## config.mk

```make
export PLATFORM = sky130hd
export DESIGN_NAME = muldiv_alu_controller
export DESIGN_NICKNAME = d
export VERILOG_FILES = /design/src/rtl/muldiv_alu_controller.sv
export SDC_FILE = /design/constraint.sdc
export NUM_CORES = 1
export LEC_CHECK = 0
export ABC_AREA = 1
export CAP_MARGIN = 20
export CELL_PAD_IN_SITES_DETAIL_PLACEMENT = 1
export CELL_PAD_IN_SITES_GLOBAL_PLACEMENT = 1
export CORE_MARGIN = 2
export CORE_UTILIZATION = 45
export CTS_BUF_LIST = sky130_fd_sc_hd__clkbuf_2
export CTS_CLUSTER_DIAMETER = 100
export DETAILED_ROUTE_END_ITERATION = 8
export PLACE_DENSITY_LB_ADDON = 0.1
export SYNTH_ARGS = -nofsm -noshare
export SYNTH_HDL_FRONTEND = slang
export SYNTH_SLANG_ARGS = --single-unit
```

## constraint.sdc

```tcl
create_clock -name clk -period 4 [get_ports clk]
set_input_delay 0.8 -clock clk [delete_from_list [all_inputs] [get_ports clk]]
set_output_delay 0.8 -clock clk [all_outputs]
set_load 0.005 [all_outputs]
```

## src/rtl/muldiv_alu_controller.sv

```systemverilog
`default_nettype none
// ============================================================================
// Module   : muldiv_alu_controller
// Brief    : RV-style ALU controller. It decodes alu_op/funct7/funct3 into an
//            op code, executes single-cycle ALU ops, and runs iterative
//            shift-add multiply and restoring divide. Valid/ready handshake.
// Revision : 1.0 - initial release
// ============================================================================
module muldiv_alu_controller #(
  parameter int XLEN     = 32,
  parameter int ENABLE_M = 1
) (
  input  logic            clk,
  input  logic            rst_n,
  input  logic            flush,
  input  logic            in_valid,
  output logic            in_ready,
  input  logic [1:0]      alu_op,
  input  logic [6:0]      funct7,
  input  logic [2:0]      funct3,
  input  logic [XLEN-1:0] src_a,
  input  logic [XLEN-1:0] src_b,
  output logic            out_valid,
  input  logic            out_ready,
  output logic [XLEN-1:0] result,
  output logic [3:0]      operation,
  output logic            zero,
  output logic            illegal,
  output logic            busy
);

  localparam int              c_CW   = $clog2(XLEN);
  localparam logic [c_CW-1:0] c_LAST = c_CW'(XLEN - 1);
  localparam logic [XLEN-1:0] c_MIN  = {1'b1, {(XLEN-1){1'b0}}};

  localparam logic [3:0] c_OP_AND   = 4'b0000;
  localparam logic [3:0] c_OP_OR    = 4'b0001;
  localparam logic [3:0] c_OP_ADD   = 4'b0010;
  localparam logic [3:0] c_OP_SLT   = 4'b0011;
  localparam logic [3:0] c_OP_SRL   = 4'b0100;
  localparam logic [3:0] c_OP_SRA   = 4'b0101;
  localparam logic [3:0] c_OP_SUB   = 4'b0110;
  localparam logic [3:0] c_OP_SLL   = 4'b0111;
  localparam logic [3:0] c_OP_MUL   = 4'b1000;
  localparam logic [3:0] c_OP_MULHU = 4'b1001;
  localparam logic [3:0] c_OP_DIV   = 4'b1010;
  localparam logic [3:0] c_OP_DIVU  = 4'b1011;
  localparam logic [3:0] c_OP_XOR   = 4'b1100;
  localparam logic [3:0] c_OP_REM   = 4'b1101;
  localparam logic [3:0] c_OP_REMU  = 4'b1110;
  localparam logic [3:0] c_OP_ILL   = 4'b1111;

  typedef enum logic [1:0] {
    S_IDLE = 2'd0,
    S_MUL  = 2'd1,
    S_DIV  = 2'd2,
    S_DONE = 2'd3
  } state_t;

  state_t r_state, w_state_next, w_target;

  logic [3:0]        w_op;
  logic              w_illegal;
  logic [c_CW-1:0]   w_shamt;
  logic              w_is_mul, w_is_div, w_signed_div, w_is_rem;
  logic              w_div_zero, w_div_ovf, w_fast;
  logic [XLEN-1:0]   w_fast_res, w_a_mag, w_b_mag;
  logic              w_accept;

  logic [3:0]        r_op;
  logic              r_illegal;
  logic [XLEN-1:0]   r_result;
  logic [c_CW-1:0]   r_cnt;
  logic [2*XLEN-1:0] r_p;
  logic [XLEN-1:0]   r_mcand;
  logic              r_hi;
  logic [XLEN-1:0]   r_rem, r_quo, r_div;
  logic              r_neg_q, r_neg_r, r_rem_sel;

  // Decode the request fields into an op code; anything unlisted is illegal.
  always_comb begin
    w_op      = c_OP_ILL;
    w_illegal = 1'b0;
    case (alu_op)
      2'b01: w_op = c_OP_SUB;
      2'b10: begin
        w_illegal = 1'b1;
        if (funct7 == 7'b0000000) begin
          w_illegal = 1'b0;
          case (funct3)
            3'b000:  w_op = c_OP_ADD;
            3'b001:  w_op = c_OP_SLL;
            3'b010:  w_op = c_OP_SLT;
            3'b100:  w_op = c_OP_XOR;
            3'b101:  w_op = c_OP_SRL;
            3'b110:  w_op = c_OP_OR;
            3'b111:  w_op = c_OP_AND;
            default: w_illegal = 1'b1;
          endcase
        end else if (funct7 == 7'b0100000) begin
          if (funct3 == 3'b000) begin
            w_op      = c_OP_SUB;
            w_illegal = 1'b0;
          end else if (funct3 == 3'b101) begin
            w_op      = c_OP_SRA;
            w_illegal = 1'b0;
          end
        end else if (funct7 == 7'b0000001 && ENABLE_M != 0) begin
          w_illegal = 1'b0;
          case (funct3)
            3'b000:  w_op = c_OP_MUL;
            3'b011:  w_op = c_OP_MULHU;
            3'b100:  w_op = c_OP_DIV;
            3'b101:  w_op = c_OP_DIVU;
            3'b110:  w_op = c_OP_REM;
            3'b111:  w_op = c_OP_REMU;
            default: w_illegal = 1'b1;
          endcase
        end
      end
      default: w_op = c_OP_ADD;
    endcase
  end

  assign w_shamt      = src_b[c_CW-1:0];
  assign w_is_mul     = (w_op == c_OP_MUL) || (w_op == c_OP_MULHU);
  assign w_signed_div = (w_op == c_OP_DIV) || (w_op == c_OP_REM);
  assign w_is_rem     = (w_op == c_OP_REM) || (w_op == c_OP_REMU);
  assign w_is_div     = w_signed_div || (w_op == c_OP_DIVU) || (w_op == c_OP_REMU);
  assign w_div_zero   = (src_b == '0);
  assign w_div_ovf    = w_signed_div && (src_a == c_MIN) && (src_b == '1);
  assign w_fast       = w_is_div && (w_div_zero || w_div_ovf);
  assign w_a_mag      = (w_signed_div && src_a[XLEN-1]) ? -src_a : src_a;
  assign w_b_mag      = (w_signed_div && src_b[XLEN-1]) ? -src_b : src_b;

  // Single-cycle result, including the divide-by-zero and overflow shortcuts.
  always_comb begin
    w_fast_res = '0;
    case (w_op)
      c_OP_ADD: w_fast_res = src_a + src_b;
      c_OP_SUB: w_fast_res = src_a - src_b;
      c_OP_SLL: w_fast_res = src_a << w_shamt;
      c_OP_SLT: w_fast_res = {{(XLEN-1){1'b0}}, ($signed(src_a) < $signed(src_b))};
      c_OP_XOR: w_fast_res = src_a ^ src_b;
      c_OP_SRL: w_fast_res = src_a >> w_shamt;
      c_OP_SRA: w_fast_res = $unsigned($signed(src_a) >>> w_shamt);
      c_OP_OR:  w_fast_res = src_a | src_b;
      c_OP_AND: w_fast_res = src_a & src_b;
      default:  w_fast_res = '0;
    endcase
    if (w_is_div && w_div_zero)
      w_fast_res = w_is_rem ? src_a : '1;
    else if (w_div_ovf)
      w_fast_res = w_is_rem ? '0 : c_MIN;
  end

  // One shift-add multiplier step: add multiplicand to the high half, shift right.
  logic [XLEN:0]     w_mul_sum;
  logic [2*XLEN-1:0] w_p_next;
  assign w_mul_sum = {1'b0, r_p[2*XLEN-1:XLEN]} + {1'b0, (r_p[0] ? r_mcand : '0)};
  assign w_p_next  = {w_mul_sum, r_p[XLEN-1:1]};

  // One restoring-division step on magnitudes.
  logic [XLEN:0]   w_rem_shift;
  logic [XLEN-1:0] w_diff, w_rem_next, w_quo_next, w_div_res;
  logic            w_diff_ok;
  assign w_rem_shift = {r_rem, r_quo[XLEN-1]};
  assign w_diff_ok   = (w_rem_shift >= {1'b0, r_div});
  assign w_diff      = w_rem_shift[XLEN-1:0] - r_div;
  assign w_rem_next  = w_diff_ok ? w_diff : w_rem_shift[XLEN-1:0];
  assign w_quo_next  = {r_quo[XLEN-2:0], w_diff_ok};
  assign w_div_res   = r_rem_sel ? (r_neg_r ? -w_rem_next : w_rem_next)
                                 : (r_neg_q ? -w_quo_next : w_quo_next);

  // Handshake outputs and next-state selection; flush wins over everything.
  always_comb begin
    in_ready     = (r_state == S_IDLE) || ((r_state == S_DONE) && out_ready);
    out_valid    = (r_state == S_DONE);
    busy         = (r_state == S_MUL) || (r_state == S_DIV);
    w_accept     = in_valid && in_ready && !flush;
    w_target     = w_is_mul ? S_MUL : ((w_is_div && !w_fast) ? S_DIV : S_DONE);
    w_state_next = r_state;
    case (r_state)
      S_IDLE: if (w_accept) w_state_next = w_target;
      S_MUL:  if (r_cnt == c_LAST) w_state_next = S_DONE;
      S_DIV:  if (r_cnt == c_LAST) w_state_next = S_DONE;
      S_DONE: begin
        if (w_accept)
          w_state_next = w_target;
        else if (out_ready)
          w_state_next = S_IDLE;
      end
    endcase
    if (flush) w_state_next = S_IDLE;
  end

  // State register.
  always_ff @(posedge clk or negedge rst_n) begin
    if (!rst_n) r_state <= S_IDLE;
    else        r_state <= w_state_next;
  end

  // Datapath: capture operands on acceptance, then iterate one bit per cycle.
  always_ff @(posedge clk or negedge rst_n) begin
    if (!rst_n) begin
      r_result  <= '0;
      r_op      <= 4'b0000;
      r_illegal <= 1'b0;
      r_cnt     <= '0;
      r_p       <= '0;
      r_mcand   <= '0;
      r_hi      <= 1'b0;
      r_rem     <= '0;
      r_quo     <= '0;
      r_div     <= '0;
      r_neg_q   <= 1'b0;
      r_neg_r   <= 1'b0;
      r_rem_sel <= 1'b0;
    end else if (w_accept) begin
      r_op      <= w_op;
      r_illegal <= w_illegal;
      r_cnt     <= '0;
      r_p       <= {{XLEN{1'b0}}, src_a};
      r_mcand   <= src_b;
      r_hi      <= (w_op == c_OP_MULHU);
      r_rem     <= '0;
      r_quo     <= w_a_mag;
      r_div     <= w_b_mag;
      r_neg_q   <= w_signed_div && (src_a[XLEN-1] ^ src_b[XLEN-1]);
      r_neg_r   <= w_signed_div && src_a[XLEN-1];
      r_rem_sel <= w_is_rem;
      if (w_target == S_DONE) r_result <= w_fast_res;
    end else if (!flush) begin
      if (r_state == S_MUL) begin
        r_p   <= w_p_next;
        r_cnt <= r_cnt + c_CW'(1);
        if (r_cnt == c_LAST)
          r_result <= r_hi ? w_p_next[2*XLEN-1:XLEN] : w_p_next[XLEN-1:0];
      end else if (r_state == S_DIV) begin
        r_rem <= w_rem_next;
        r_quo <= w_quo_next;
        r_cnt <= r_cnt + c_CW'(1);
        if (r_cnt == c_LAST) r_result <= w_div_res;
      end
    end
  end

  assign result    = r_result;
  assign operation = r_op;
  assign illegal   = r_illegal;
  assign zero      = (r_result == '0);

endmodule
`default_nettype wire
```

==> results.json, run 1 <==
{
  "synth-async-reset-ratio": 1.000,
  "synth.yosys.seq_area_share": 0.2101,
  "placedCellCount": 6341,
  "syn-instance-count": 4760,
  "io_buffers": 121,
  "cts-htree-levels": 3,
  "flow.first_error": "[ERROR GRT-0232] Routing congestion too high. Check the congestion heatmap in the GUI.",
  "initial_core_util": 0.4529,
  "run_status": "did not finish",
  "num_io_pins": 122,
  "grt_util_all_layers": 0.8337,
  "root_buffer": "sky130_fd_sc_hd__clkbuf_2",
  "detailed_place.area_sq_um": 36350,
  "clock_path_buffers": 3,
  "synthDistinctLibCells": 67,
  "yosysWarnings": 0,
  "synth_edf_count": 0,
  "grt_start_max_net_pins": 188,
  "haltStage": "5_1_grt",
  "dieWidth_um": 255.5,
  "finalWeightedCongestion": 1.134,
  "mappedNetlistArea_sq_um": 28460,
  "synthesis.nets": 5020,
  "synthesized_area_per_cell_sq_um": 5.980,
  "post-dp-hpwl_um": 150400,
  "synth_seq_cells": 239,
  "grt_overflow_total": 296,
  "cts_num_sinks": 239,
  "synthFlopType": "sky130_fd_sc_hd__dfrtp_1",
  "die_h_um": 255.5,
  "rows": 92,
  "numCtsBuffers": 66
}
[synth_stat cells, types with 6 or more instances]
cell	n	share of area
sky130_fd_sc_hd__nand2_2	27	0.0059
sky130_fd_sc_hd__o21ai_0	439	0.077
sky130_fd_sc_hd__clkbuf_1	153	0.020
sky130_fd_sc_hd__o21ai_1	17	0.0030
sky130_fd_sc_hd__nand2_1	1252	0.17
sky130_fd_sc_hd__nand3b_1	12	0.0032
sky130_fd_sc_hd__o22ai_1	41	0.0090
sky130_fd_sc_hd__nand3_1	344	0.060
sky130_fd_sc_hd__a22o_1	8	0.0025
sky130_fd_sc_hd__o2111ai_1	17	0.0052
sky130_fd_sc_hd__a221oi_1	16	0.0049
sky130_fd_sc_hd__inv_1	588	0.078
sky130_fd_sc_hd__buf_2	29	0.0051
sky130_fd_sc_hd__nor3_2	9	0.0032
sky130_fd_sc_hd__o21bai_1	12	0.0032
sky130_fd_sc_hd__or2_2	26	0.0057
sky130_fd_sc_hd__a211oi_1	17	0.0045
sky130_fd_sc_hd__mux2i_1	12	0.0042
sky130_fd_sc_hd__xor2_1	55	0.017
sky130_fd_sc_hd__ha_1	175	0.077
sky130_fd_sc_hd__o221ai_1	37	0.011
sky130_fd_sc_hd__a21boi_0	7	0.0018
sky130_fd_sc_hd__inv_2	19	0.0025
sky130_fd_sc_hd__nor2_1	503	0.066
sky130_fd_sc_hd__buf_1	22	0.0029
sky130_fd_sc_hd__a21o_1	20	0.0053
sky130_fd_sc_hd__o31ai_1	9	0.0024
sky130_fd_sc_hd__nand4_1	49	0.011
sky130_fd_sc_hd__o21a_1	29	0.0076
sky130_fd_sc_hd__buf_4	9	0.0024
sky130_fd_sc_hd__dfrtp_1	239	0.21
sky130_fd_sc_hd__nand3_2	8	0.0028
sky130_fd_sc_hd__nor2_4	6	0.0024
sky130_fd_sc_hd__a31oi_1	22	0.0048
sky130_fd_sc_hd__nor3_1	65	0.011
sky130_fd_sc_hd__a21oi_1	301	0.053
sky130_fd_sc_hd__o211ai_1	62	0.016
sky130_fd_sc_hd__xnor2_1	10	0.0031
sky130_fd_sc_hd__nor4_1	20	0.0044
sky130_fd_sc_hd__nor2_2	16	0.0035
sky130_fd_sc_hd__clkinv_1	6	0.00079
[repair_timing]
action | in CTS
setup buffers | 16
resized for setup | 109
pin swaps | 16
endpoints found under the hold margin | 87
endpoints found under the setup margin | 27
hold buffers | 1
[metrics by stage]
step | setup TNS (ps) | setup slack (ps) | utilization
floorplan | 0 | 37.18 | -
global placement | -11070 | -752.2 | 0.5783
detailed placement | -19070 | -781.6 | 0.5783
CTS | -110.4 | -46.77 | 0.5971
[routing by layer]
layer,GRT overflow,track usage
met1,12,0.8178
met2,147,0.9694
met4,126,0.8561
met3,10,0.7156
met5,1,0.4773
[kinds of logic after synthesis]
group | count (synthesis) | synth area share
AND/OR/NAND/NOR | 2351 | 0.3507
multiplexers | 12 | 0.004220
XOR/XNOR | 65 | 0.02000
buffers and inverters | 835 | 0.1147
flip-flops | 239 | 0.2101
AO/OA/AOI/OAI | 1079 | 0.2206
adder cells (fa/ha/maj) | 179 | 0.07974
==> run 2, diff against run 1 <==
==> config.mk (replaced) <==
export PLATFORM = sky130hd
export DESIGN_NAME = muldiv_alu_controller
export DESIGN_NICKNAME = d
export VERILOG_FILES = /design/src/rtl/muldiv_alu_controller.sv
export SDC_FILE = /design/constraint.sdc
export NUM_CORES = 1
export LEC_CHECK = 0
export ABC_AREA = 1
export CAP_MARGIN = 20
export CORE_MARGIN = 2
export CORE_UTILIZATION = 40
export DETAILED_ROUTE_END_ITERATION = 8
export PLACE_DENSITY_LB_ADDON = 0.15
export SYNTH_ARGS = -nofsm -noshare
export SYNTH_HDL_FRONTEND = slang
export SYNTH_SLANG_ARGS = --single-unit
==> run 2 against run 1 <==
  * The run now ends clean
  * Synthesized area did not move
  * Synthesized cell count did not move
==> results.json, run 2 <==
{
  "run_status": "completed",
  "clk_pin_slew_worst_paths_ps": 70,
  "synth_most_common_cell": "sky130_fd_sc_hd__nand2_1",
  "final-hold-violation-count": 0,
  "largest_fanout_of_any_net_on_the_critical_path": 4,
  "grt_setup_unrepaired": "true",
  "synth_compound_area_frac": 0.2206,
  "max-slew-margin-rel": 0.2630,
  "timing.critical_path.slowest_cell_delay_ps": 430,
  "route.detailed.vias_per_inst": 5.667,
  "leakage_power_nw": 19.22,
  "synth_largest_type_area_fraction": 0.2101,
  "grt_start_max_net_pins": 97,
  "post_route_cells_drive_above_1_share": 0.2058,
  "power.sequential.fraction": 0.182,
  "clock-skew-final_ps": 35.57,
  "layout.core_utilization": 0.5448,
  "synthMuxAreaShare": 0.004220,
  "multiInputGateArea_sq_um": 19650,
  "cts_num_sinks": 239,
  "synthFlopType": "sky130_fd_sc_hd__dfrtp_1",
  "clock_path_buffers": 3,
  "switching_share": 0.5279,
  "syn-instance-count": 4760,
  "root_buffer": "sky130_fd_sc_hd__clkbuf_16",
  "setup.worst_path.end_class": "flip-flop",
  "critical_path_class": "in -> reg",
  "top_register": "r_p",
  "num_io_pins": 122,
  "synthDistinctLibCells": 67,
  "tightest_slew_ps": 1104,
  "synthesis.nets": 5020,
  "grt_util_all_layers": 0.4237,
  "finalWeightedCongestion": 1.138,
  "grt_first_pass_wirelength_um": 229600,
  "synth_top_cells_by_area": "sky130_fd_sc_hd__dfrtp_1, sky130_fd_sc_hd__nand2_1, sky130_fd_sc_hd__inv_1, sky130_fd_sc_hd__o21ai_0, sky130_fd_sc_hd__ha_1",
  "synth-adder-area-share": 0.07974,
  "post-synth-top-area-cell": "sky130_fd_sc_hd__dfrtp_1",
  "hold_path.class": "in -> async",
  "io_buffers": 121,
  "synth.yosys.seq_area_share": 0.2101,
  "clkPwrFrac": 0.111,
  "area_growth_syn_to_fin_pct": 34.49,
  "yosys-top-cells-count": "sky130_fd_sc_hd__nand2_1, sky130_fd_sc_hd__inv_1, sky130_fd_sc_hd__nor2_1, sky130_fd_sc_hd__o21ai_0, sky130_fd_sc_hd__nand3_1",
  "cpMostUsedCell": "sky130_fd_sc_hd__nand2_1",
  "wirelength_um": 159900,
  "worst_path_max_delay_cell": "sky130_fd_sc_hd__clkdlybuf4s50_1",
  "pre_repair_dr_iteration_count": 6,
  "dr.first_iter.drc_count": 4860,
  "max-cap-violations": 0,
  "number_of_pins_exceeding_their_max_slew_limit_in_the_final_report": 0,
  "mappedNetlistArea_sq_um": 28460,
  "initial_antenna_violation_count": 8,
  "synth_top_family_by_area": "simple AND/OR/NAND/NOR gates",
  "initial_core_util": 0.4051,
  "clock_tree_from_tritoncts": "built",
  "worstSetupStartpointType": "input pin",
  "antenna_violating_nets_post_route": 0,
  "synth_seq_cells": 239,
  "sequential_cell_area_sq_um": 5984,
  "timing.critical_path.required_ps": 4450,
  "most_frequent_cells_in_the_layout": "sky130_fd_sc_hd__nand2_1, sky130_fd_sc_hd__buf_4, sky130_fd_sc_hd__inv_1, sky130_fd_sc_hd__nor2_1, sky130_fd_sc_hd__o21ai_0",
  "path_cells": "clkdlybuf4s50_1 -> inv_1 -> ha_2 -> buf_4 -> nor2_1 -> nand2_1 -> nor2_2 -> nand4_1 -> nand3_2 -> nand2_1 -> nand2_1 -> nand2_1 -> nand2_1 -> nand2_1 -> nand2_1 -> o21ai_0 -> a21oi_1 -> nand4_1 -> a21oi_1 -> a21oi_1",
  "drc": 0,
  "post_synth_and_or_nand_nor_area_fraction": 0.3507,
  "synth-async-reset-ratio": 1.000,
  "power.density_cell_area_nw_per_um2": 696.6,
  "first_global_vias": 34180,
  "cp.arrival_ps": 4370,
  "stdcell_count": 6529,
  "final_period_minus_worst_setup_slack_ps": 3912,
  "layout.filler_cells": 7337,
  "largest_reg_flops": 64,
  "wl_per_cell_um": 24.49,
  "placedCellCount": 6455,
  "p_switching_mw": 14.08,
  "core_area_sq_um": 70270,
  "setup_viol": 0,
  "cts-htree-levels": 1,
  "synthesized_area_per_cell_sq_um": 5.980,
  "max_clock_freq_mhz": 255.7,
  "synth_edf_count": 0,
  "timing.final.crit_share": 0.9779,
  "grt_overflow_total": 0,
  "design.die.area_sq_um": 73310,
  "die_h_um": 270.8,
  "rows": 97,
  "dieWidth_um": 270.8,
  "numCtsBuffers": 28,
  "routed-via-count": 37000,
  "post-dp-hpwl_um": 132400,
  "commonest_non_fill_non_tap_cell_in_the_layout": "sky130_fd_sc_hd__nand2_1",
  "final_net_count": 5820,
  "max-vdd-ir-drop_mv": 0.8918,
  "post_synth_xor_area_fraction": 0.02000,
  "yosysWarnings": 0,
  "skew_pair_late_insertion_delay_ps": 600,
  "intPower_mw": 12.59,
  "combinationalPowerShare": 0.708
}
==> run 2: cell counts after synthesis <==
No cell type changed its count.
==> run 2: final timing paths <==
path,startpoint,endpoint,slack [ps],cells after the start
max,src_a[13],result[25]$_DFFE_PN0P_,90,20
min,rst_n,r_div[31]$_DFFE_PN0P_,280,1
max reg2reg,r_mcand[0]$_DFFE_PN0P_,result[31]$_DFFE_PN0P_,160,20
min reg2reg,operation[0]$_DFFE_PN0P_,operation[0]$_DFFE_PN0P_,490,2
max in group asynchronous,rst_n,r_p[0]$_DFFE_PN0P_,2950,2
min in group clk,operation[0]$_DFFE_PN0P_,operation[0]$_DFFE_PN0P_,490,2
==> run 2: repair_timing <==
| item | 4_1_cts | 5_1_grt |
|---|---|---|
| hold buffers | 0 | 0 |
| resized for setup | 42 | 73 |
| pin swaps | 9 | 16 |
| setup endpoints to repair | 7 | 26 |
| cloned | 0 | 1 |
| buffers inserted | 5 | 9 |
==> run 2: layout make-up <==
cell class | count | area share
sequential | 239 | 0.1563
antenna | 7 | 0.0004576
multi-input combinational | 3686 | 0.5134
clock inverter | 19 | 0.007517
timing repair buffer | 990 | 0.2114
tap | 940 | 0.03072
inverter | 615 | 0.06066
clock buffer | 33 | 0.01958
==> run 2: cell families (layout without fill, tap and decap cells) <==
| group | count (synthesis) | count (layout) |
|---|---|---|
| buffers and inverters | 835 | 1657 |
| adder cells (fa/ha/maj) | 179 | 179 |
| multiplexers | 12 | 12 |
| AND/OR/NAND/NOR | 2351 | 2351 |
| other | 0 | 7 |
| XOR/XNOR | 65 | 65 |
| AO/OA/AOI/OAI | 1079 | 1079 |
| flip-flops | 239 | 239 |
==> run 2: per-stage QoR <==
step                power (mW)  hold WS [ps]  setup WS, ps  cell area [sq um]  setup TNS [ps]
CTS                      25.69         316.5        -71.95              37870          -152.6
detailed placement       22.42         469.8        -639.3              36650           -8518
floorplan                14.72         442.2         37.18              28470               0
finish                   26.67         284.4         88.45              38280               0
global placement         22.32         466.3        -639.8              36650           -7709
global route             28.49         343.4        -42.57              38270          -60.14
==> run 2: layer usage <==
layer,track usage,up-vias,part of all wire
met2,0.6423,2006,0.42
met5,0,-,0.00023
li1,-,17380,-
met4,0.3043,6,0.088
met1,0.5405,17140,0.40
met3,0.07766,475,0.092
==> run 2: worst max-delay path: cells and delay by family <==
kind,cells,cell delay [ps]
simple gates,12,1750
fa+ha+maj,1,390
buf+inv,3,850
compound gates,4,590
==> run 2: power by group through the flow <==
stage               clock network, mW  logic, mW  registers [mW]
finish                           2.96       18.9            4.84
floorplan                           0       10.6            4.10
global placement                    0       17.6            4.70
detailed placement                  0       17.7            4.72
global route                     3.07       20.5            4.89
CTS                              2.97       18.0            4.72
Note: power is estimated with default switching activity, not from simulation.
